[src/rtl/ip_pkg.sv]
// Shared definitions for the IPv4 receive path.
// Provides the parser state encoding, error codes, protocol constants,
// header byte offsets and the ones-complement fold helper.
package ip_pkg;

  typedef enum logic [1:0] {
    IDLE,
    HDR,
    PAYLOAD,
    DRAIN
  } state_e;

  localparam logic [1:0] ERR_NONE  = 2'd0;
  localparam logic [1:0] ERR_HDR   = 2'd1;  // bad version, IHL or total_length
  localparam logic [1:0] ERR_CSUM  = 2'd2;
  localparam logic [1:0] ERR_TRUNC = 2'd3;

  localparam logic [3:0] IPV4_VERSION = 4'd4;
  localparam logic [3:0] IPV4_MIN_IHL = 4'd5;

  localparam logic [15:0] OFF_LEN_HI  = 16'd2;
  localparam logic [15:0] OFF_LEN_LO  = 16'd3;
  localparam logic [15:0] OFF_PROTO   = 16'd9;
  localparam logic [15:0] OFF_SRC     = 16'd12;
  localparam logic [15:0] OFF_SRC_END = 16'd15;
  localparam logic [15:0] OFF_DST     = 16'd16;
  localparam logic [15:0] OFF_DST_END = 16'd19;

  // Fold the end-around carry of a 17-bit ones-complement sum back into 16 bits.
  // A folded 16-bit value plus a 16-bit word can never carry twice.
  function automatic logic [15:0] csum_fold(input logic [16:0] s);
    return s[15:0] + {15'd0, s[16]};
  endfunction

endpackage

[src/rtl/ip_csum_acc.sv]
// Ones-complement 16-bit word accumulator (IPv4/UDP header checksum).
// Ports:
//   clk, rst_n   clock, asynchronous active-low reset
//   clear        zero the accumulator (takes priority over word_valid)
//   word_valid   add word this cycle
//   word[15:0]   16-bit big-endian word
//   ok           folded sum, including the word presented this cycle, equals 16'hFFFF
// ok looks ahead by one word so the caller can decide on the same cycle
// as the final header word instead of one cycle later.
module ip_csum_acc
  import ip_pkg::*;
(
  input  logic        clk,
  input  logic        rst_n,
  input  logic        clear,
  input  logic        word_valid,
  input  logic [15:0] word,
  output logic        ok
);

  logic [15:0] sum_q, sum_d;
  logic [16:0] raw;

  always_comb begin
    raw   = {1'b0, sum_q} + {1'b0, word};
    sum_d = sum_q;
    if (clear)           sum_d = 16'd0;
    else if (word_valid) sum_d = csum_fold(raw);
    ok = (sum_d == 16'hFFFF);
  end

  always_ff @(posedge clk or negedge rst_n) begin
    if (!rst_n) sum_q <= 16'd0;
    else        sum_q <= sum_d;
  end

endmodule

[src/rtl/ipv4_rx_parser.sv]
// IPv4 receive parser: header field extraction, option skip, header
// checksum verification and payload forwarding for an MSB-first N-bit
// chunk stream.
// Ports:
//   clk, rst_n          clock, asynchronous active-low reset
//   axiiv, axiid        input chunk valid (high for whole frame) / data
//   axiov, axiod        payload chunk valid / data, one cycle latency
//   hdr_valid           1-cycle pulse: header accepted
//   err, err_code       1-cycle error pulse / code held until next error
//   src_ip_out, dst_ip_out, protocol_out, packet_length_out
//                       header fields, updated only on hdr_valid
module ipv4_rx_parser
  import ip_pkg::*;
#(
  parameter int N           = 4,
  parameter bit CHECK_CSUM  = 1'b1,
  parameter bit DROP_ON_ERR = 1'b1
) (
  input  logic          clk,
  input  logic          rst_n,
  input  logic          axiiv,
  input  logic [N-1:0]  axiid,
  output logic          axiov,
  output logic [N-1:0]  axiod,
  output logic          hdr_valid,
  output logic          err,
  output logic [1:0]    err_code,
  output logic [31:0]   src_ip_out,
  output logic [31:0]   dst_ip_out,
  output logic [7:0]    protocol_out,
  output logic [15:0]   packet_length_out
);

  localparam int CPB   = 8 / N;           // chunks per byte
  localparam int SH    = $clog2(CPB);
  localparam int CNT_W = 16 + SH;         // chunk count spanning 65535 bytes

  state_e state_q, state_d;
  logic [CNT_W-1:0] cnt_q;
  logic [7:0]  byte_sr_q, hi_q, proto_q;
  logic [3:0]  ihl_q;
  logic [15:0] len_q;
  logic [31:0] src_q, dst_q;

  logic          axiov_q, hdr_valid_q, err_q;
  logic [N-1:0]  axiod_q;
  logic [1:0]    err_code_q;
  logic [31:0]   src_out_q, dst_out_q;
  logic [7:0]    proto_out_q;
  logic [15:0]   len_out_q;

  logic [7:0]  cur_byte;
  logic [15:0] byte_idx, hdr_len, hdr_last, len_full;
  logic [31:0] dst_full;
  logic        last_of_byte, hdr_byte, hdr_ok, csum_ok, csum_good, word_valid;
  logic        err_d, hdr_valid_d, fwd;
  logic [1:0]  err_code_d;

  // The byte being completed by this chunk (only meaningful when last_of_byte).
  assign cur_byte     = 8'(byte_sr_q << N) | 8'(axiid);
  assign byte_idx     = cnt_q[CNT_W-1:SH];
  assign last_of_byte = (cnt_q & CNT_W'(CPB - 1)) == CNT_W'(CPB - 1);
  assign hdr_byte     = axiiv && (state_q == IDLE || state_q == HDR) && last_of_byte;
  assign hdr_len      = {10'd0, ihl_q, 2'b00};
  assign hdr_last     = hdr_len - 16'd1;
  assign len_full     = {len_q[7:0], cur_byte};
  assign hdr_ok       = (cur_byte[7:4] == IPV4_VERSION) && (cur_byte[3:0] >= IPV4_MIN_IHL);
  // With IHL=5 the last destination byte is still in flight on the decision cycle.
  assign dst_full     = (byte_idx == OFF_DST_END) ? {dst_q[23:0], cur_byte} : dst_q;
  assign word_valid   = hdr_byte && byte_idx[0];
  assign csum_good    = !CHECK_CSUM || csum_ok;

  ip_csum_acc u_csum (
    .clk        (clk),
    .rst_n      (rst_n),
    .clear      (!axiiv),
    .word_valid (word_valid),
    .word       ({hi_q, cur_byte}),
    .ok         (csum_ok)
  );

  always_comb begin
    // NOTE: every output of this block gets a default first so no path can infer a latch.
    state_d     = state_q;
    err_d       = 1'b0;
    err_code_d  = err_code_q;
    hdr_valid_d = 1'b0;
    fwd         = 1'b0;

    unique case (state_q)
      IDLE: if (axiiv) state_d = HDR;
      HDR: if (!axiiv) begin
        err_d = 1'b1; err_code_d = ERR_TRUNC; state_d = IDLE;
      end
      PAYLOAD: begin
        if (!axiiv) begin
          err_d = 1'b1; err_code_d = ERR_TRUNC; state_d = IDLE;
        end else begin
          fwd = 1'b1;
          if (last_of_byte && byte_idx == len_q - 16'd1) state_d = DRAIN;
        end
      end
      DRAIN: if (!axiiv) state_d = IDLE;
    endcase

    // Header decisions override the plain transitions above; byte 0 can
    // complete while still in IDLE when N=8.
    if (hdr_byte) begin
      if (byte_idx == 16'd0 && !hdr_ok) begin
        err_d = 1'b1; err_code_d = ERR_HDR; state_d = DRAIN;
      end else if (byte_idx == OFF_LEN_LO && len_full < hdr_len) begin
        err_d = 1'b1; err_code_d = ERR_HDR; state_d = DRAIN;
      end else if (byte_idx == hdr_last) begin
        if (csum_good) begin
          hdr_valid_d = 1'b1;
          state_d     = (len_q == hdr_len) ? DRAIN : PAYLOAD;
        end else begin
          err_d      = 1'b1;
          err_code_d = ERR_CSUM;
          state_d    = (DROP_ON_ERR || len_q == hdr_len) ? DRAIN : PAYLOAD;
        end
      end
    end
  end

  always_ff @(posedge clk or negedge rst_n) begin
    if (!rst_n) begin
      state_q     <= IDLE;
      cnt_q       <= '0;
      byte_sr_q   <= 8'd0;
      hi_q        <= 8'd0;
      ihl_q       <= 4'd0;
      len_q       <= 16'd0;
      proto_q     <= 8'd0;
      src_q       <= 32'd0;
      dst_q       <= 32'd0;
      axiov_q     <= 1'b0;
      axiod_q     <= '0;
      hdr_valid_q <= 1'b0;
      err_q       <= 1'b0;
      err_code_q  <= ERR_NONE;
      src_out_q   <= 32'd0;
      dst_out_q   <= 32'd0;
      proto_out_q <= 8'd0;
      len_out_q   <= 16'd0;
    end else begin
      // NOTE: non-blocking assignments so every register samples pre-edge values.
      state_q <= state_d;
      if (!axiiv)                     cnt_q <= '0;
      else if (cnt_q != {CNT_W{1'b1}}) cnt_q <= cnt_q + CNT_W'(1);
      if (axiiv) byte_sr_q <= cur_byte;

      if (hdr_byte) begin
        if (!byte_idx[0])                                  hi_q    <= cur_byte;
        if (byte_idx == 16'd0)                             ihl_q   <= cur_byte[3:0];
        if (byte_idx == OFF_LEN_HI || byte_idx == OFF_LEN_LO) len_q <= len_full;
        if (byte_idx == OFF_PROTO)                         proto_q <= cur_byte;
        if (byte_idx >= OFF_SRC && byte_idx <= OFF_SRC_END) src_q  <= {src_q[23:0], cur_byte};
        if (byte_idx >= OFF_DST && byte_idx <= OFF_DST_END) dst_q  <= {dst_q[23:0], cur_byte};
      end

      axiov_q <= fwd;
      if (fwd) axiod_q <= axiid;
      hdr_valid_q <= hdr_valid_d;
      err_q       <= err_d;
      err_code_q  <= err_code_d;
      if (hdr_valid_d) begin
        src_out_q   <= src_q;
        dst_out_q   <= dst_full;
        proto_out_q <= proto_q;
        len_out_q   <= len_q;
      end
    end
  end

  assign axiov             = axiov_q;
  assign axiod             = axiod_q;
  assign hdr_valid         = hdr_valid_q;
  assign err               = err_q;
  assign err_code          = err_code_q;
  assign src_ip_out        = src_out_q;
  assign dst_ip_out        = dst_out_q;
  assign protocol_out      = proto_out_q;
  assign packet_length_out = len_out_q;

endmodule

[config.mk]
export PLATFORM = sky130hd
export DESIGN_NAME = ipv4_rx_parser
export DESIGN_NICKNAME = d
export VERILOG_FILES = /design/src/rtl/ip_pkg.sv /design/src/rtl/ip_csum_acc.sv /design/src/rtl/ipv4_rx_parser.sv
export SDC_FILE = /design/constraint.sdc
export NUM_CORES = 1
export LEC_CHECK = 0
export CAP_MARGIN = 10
export CORE_MARGIN = 10
export CORE_UTILIZATION = 53
export DETAILED_ROUTE_END_ITERATION = 10
export HOLD_SLACK_MARGIN = 0.05
export PLACE_DENSITY = 0.79
export SYNTH_ARGS = -nofsm -noshare
export SYNTH_HDL_FRONTEND = slang
export SYNTH_SLANG_ARGS = --single-unit
[constraint.sdc]
create_clock -name clk -period 6.7 [get_ports clk]
set_input_delay 1.005 -clock clk [delete_from_list [all_inputs] [get_ports clk]]
set_output_delay 1.005 -clock clk [all_outputs]
set_load 0.05 [all_outputs]
==> key figures <==
STA
  – Clk_skew: 34.8 ps
  – Fmax: 0.160 GHz
  – Fin. max-slew vios: 0
  – Final Hold Viols: 0
  – Slew margin rel.: 0.337
  – Tcrit/Tclk final: 0.934
  – Slew @ Worst Pin: roughly 990 ps
  – Unrepaired setup endpoints after global routing: no
  – # setup viols final: 0
  – Setup TNS: 0 ps
  – Final min period: 6260 ps

Synth
  – Post-synth EDFFs: 0
  – Mapped Cells: 1006
  – Yosys top cell by area: dfrtp_1
  – Syn Std Cell Area: ~0.012 mm2
  – Yosys cell types: 70
  – Sequential-to-total area share from yosys stat: 0.491
  – Post-synth top area share: 0.491
  – Dominant synthesized flop cell: dfrtp_1
  – Synth Area per Inst: approximately 12 um2
  – Synth top area cells: dfrtp_1 (49%), mux2_2 (20%), ha_1 (3.3%), xnor2_1 (2.4%), o21ai_0 (1.6%)
  – Yosys reg bits: between 200 and 250
  – Syn nets: 1046
  – Async SR Flop Fraction: 1.00
  – Synth warnings: 0

Critical path
  – Critical path endpoint category: flip-flop
  – Crit-path cells: clkdlybuf4s50_1 > ha_1 > inv_1 > fa_1 > nand2b_1 > a211oi_2 > o21ai_0 > a21boi_0 > o21a_1 > o21a_1 > o21ai_0 > nand2b_1 > ha_1 > nand3_1 > or3_1 > nor4_2 > a311oi_1 > a211oi_2 > o21ai_0 > or4_4 > buf_12 > mux2_4
  – CP peak stage delay: 560 ps
  – Critical Path AT: roughly 6700 ps
  – R2R Setup Slk: about 1100 ps
  – Reg2Reg Capture Point: src_ip_out[25]
  – CP most frequent cell: o21ai_0
  – Crit path max fanout: 89
  – Setup CP Type: input port to flip-flop
  – CP Launch Type: input port
  – CP Buf/Inv Count: 3
  – Worst path slowest cell: or4_4
  – Critical Path RT: 7090 ps
  – Top cell family by delay on the critical path: simple AND/OR/NAND/NOR gates
  – RR Startpoint: u_csum.sum_q[0]
  – FF-to-FF path depth: 21

Floorplan
  – Row cnt: 55
  – Die Height: 171 um
  – Chip width: 171 um
  – # IOs: 104
  – Area of the core: 0.0225 mm2
  – Initial Utilization: 0.534
  – Die area: between 0.02 and 0.03 mm2

GRT
  – Tot GR Track Use: 0.188
  – GR Overflow Total: 0
  – First-pass GRT wire length: roughly 45000 um
  – Antenna violations before repair: 0
  – Largest net degree at the start of global routing: between 100 and 150
  – Vias in the first global route: 8370

Detailed routing
  – WL/cell: 19.6 um
  – DRT Wirelength: 27400 um
  – DRC: 0
  – Avg Vias per Cell: 5.91
  – DRT iter0 DRCs: 642
  – Via count: 8254
  – Post-route antenna net violation count: 0
  – TritonRoute pass-1 iters: 5

Final layout
  – Most frequent cells in the layout: dfrtp_1 (236), mux2_2 (215), clkdlybuf4s50_1 (102), nand2_1 (50), o21ai_0 (39)
  – Area Overhead vs Synth: 18.1%
  – Antenna cells: 0
  – # nets final: approximately 1100
  – Layout cells sized above 1: 0.271
  – Commonest non-fill, non-tap cell in the layout: dfrtp_1

Place
  – Port Buffer Count: 103
  – Routability Congestion: 0.870
  – DP HPWL: 18700 um

Hold path
  – Type of the worst min-delay path: input port to asynchronous set/reset pin

Clock network
  – Clk root buf: clkbuf_16
  – Clock buffer depth: 3
  – CTS clk-pin slew, worst paths: 60 ps
  – CTS tree: yes
  – CTS buffer count: 26
  – Clk sinks: 236
  – Resized cells post-CTS: 0
  – CTS hold repair buffers: 0
  – Htree depth: 1
  – Worst skew pair latency: 540 ps
  – Setup Buffers After CTS: 0

Run
  – Max_cap viols: 0

Status
  – Outcome: finished clean

Pwr
  – P_leak: between 6 and 7 nW
  – Pwr/cell area: roughly 280 mW/mm2
  – Total power: 3.94 mW
  – Worst VDD drop: 0.000189 V
==> registers in the layout (all words and copies together), names as in the netlist, 2 cells and up <==
register and count:
src_q 32, cnt_q 17, dst_ip_out 32, len_q 16
state_q 2, proto_q 8, byte_sr_q 4, axiod 4
packet_length_out 16, src_ip_out 32, hi_q 8, ihl_q 4
dst_q 32, u_csum.sum_q 16, protocol_out 8, err_code 2
==> logic make-up (layout without fill, tap and decap cells) <==
| family | Yosys count | in the layout | synth area share |
|---|---|---|---|
| xor+xnor | 52 | 52 | 0.0379 |
| buf+inv | 79 | 185 | 0.0276 |
| simple gates | 224 | 224 | 0.102 |
| compound gates | 153 | 153 | 0.0895 |
| mux | 229 | 229 | 0.217 |
| flops | 236 | 236 | 0.491 |
| fa+ha+maj | 33 | 33 | 0.0350 |
==> area by class of cell <==
cell class                      instances  area (um2)
Clock buffer                           31         699
Clock inverter                         16         186
Fill cell                            1673        8310
Inverter                               19        71.3
Multi-Input combinational cell        691        5810
Sequential cell                       236        5910
Tap cell                              285         357
Timing Repair Buffer                  119        1170
==> metrics by stage <==
step / std cells / util / hold slack (ps) / instance area [um2] / worst slack [ps]
2_1_floorplan: 1006 / - / 475 / 12000 / 828
3_3_place_gp: 1350 / 0.591 / 482 / 13300 / 181
3_5_place_dp: 1350 / 0.591 / 491 / 13300 / 23.9
4_1_cts: 1397 / 0.631 / 505 / 14200 / 494
5_1_grt: 1397 / 0.631 / 518 / 14200 / 57.2
6_report: 1397 / 0.631 / 498 / 14200 / 440
==> worst max path at each step <==
stage / from / to / slack [ps] / cells past startpoint
after floorplan: axiid[0] / src_ip_out[22] / 830 / 24
after global placement: axiid[0] / src_ip_out[25] / 180 / 22
after detailed placement: axiid[0] / src_ip_out[30] / 20 / 23
after CTS: axiid[0] / src_ip_out[30] / 490 / 23
after global routing: axiid[0] / src_ip_out[25] / 60 / 23
final: axiid[0] / src_ip_out[25] / 440 / 22
==> worst register-to-register path, cell delays in order, from the launching register on <==
cell,delay [ps]
dfrtp_1,370
ha_1,220
inv_1,70
fa_1,390
nand2b_1,250
a211oi_2,290
o21ai_0,200
a21boi_0,280
o21a_1,150
o21a_1,100
o21ai_0,70
nand2b_1,110
ha_1,150
nand3_1,120
or3_1,390
nor4_2,430
a311oi_1,180
a211oi_2,270
o21ai_0,200
or4_4,560
buf_12,270
mux2_4,390
==> report_power, final <==
part	switching [mW]	internal [mW]	leakage (nW)	total [mW]
combinational	0.482	0.347	3.07	0.829
clock	0.589	0.867	0.434	1.46
sequential	0.135	1.52	3.23	1.65
total	1.21	2.73	6.73	3.94
==> synthesized netlist by cell type (4+ instances only) <==
library cell	n
dfrtp_1	236
and3_1	14
xor2_1	19
or3_1	11
o21ai_0	39
nor3_1	14
o21a_1	7
buf_2	10
mux2_2	215
or4_1	8
buf_1	4
mux2_4	9
nand2b_1	12
a21o_1	10
a21oi_1	18
xnor2_1	33
o211ai_1	12
nor4_1	9
mux2i_1	5
nand4_1	10
a31oi_1	9
clkbuf_1	43
ha_1	32
nor3b_1	5
nor2_1	27
nand3_1	22
inv_1	19
nand3b_1	4
and2_1	18
a21boi_0	8
nor2b_1	7
a211oi_1	9
nand2_1	50
==> routing by layer <==
layer  vias up  track usage  part of all wire  wire (um)
li1       3835            -                 -          -
met5         -            0                 0          0
met1      4166        0.241              0.43      11900
met2       205        0.316              0.49      13400
met3        48       0.0343             0.051       1400
met4         0       0.0595             0.027        726
Power figures use the tool's default switching activity.
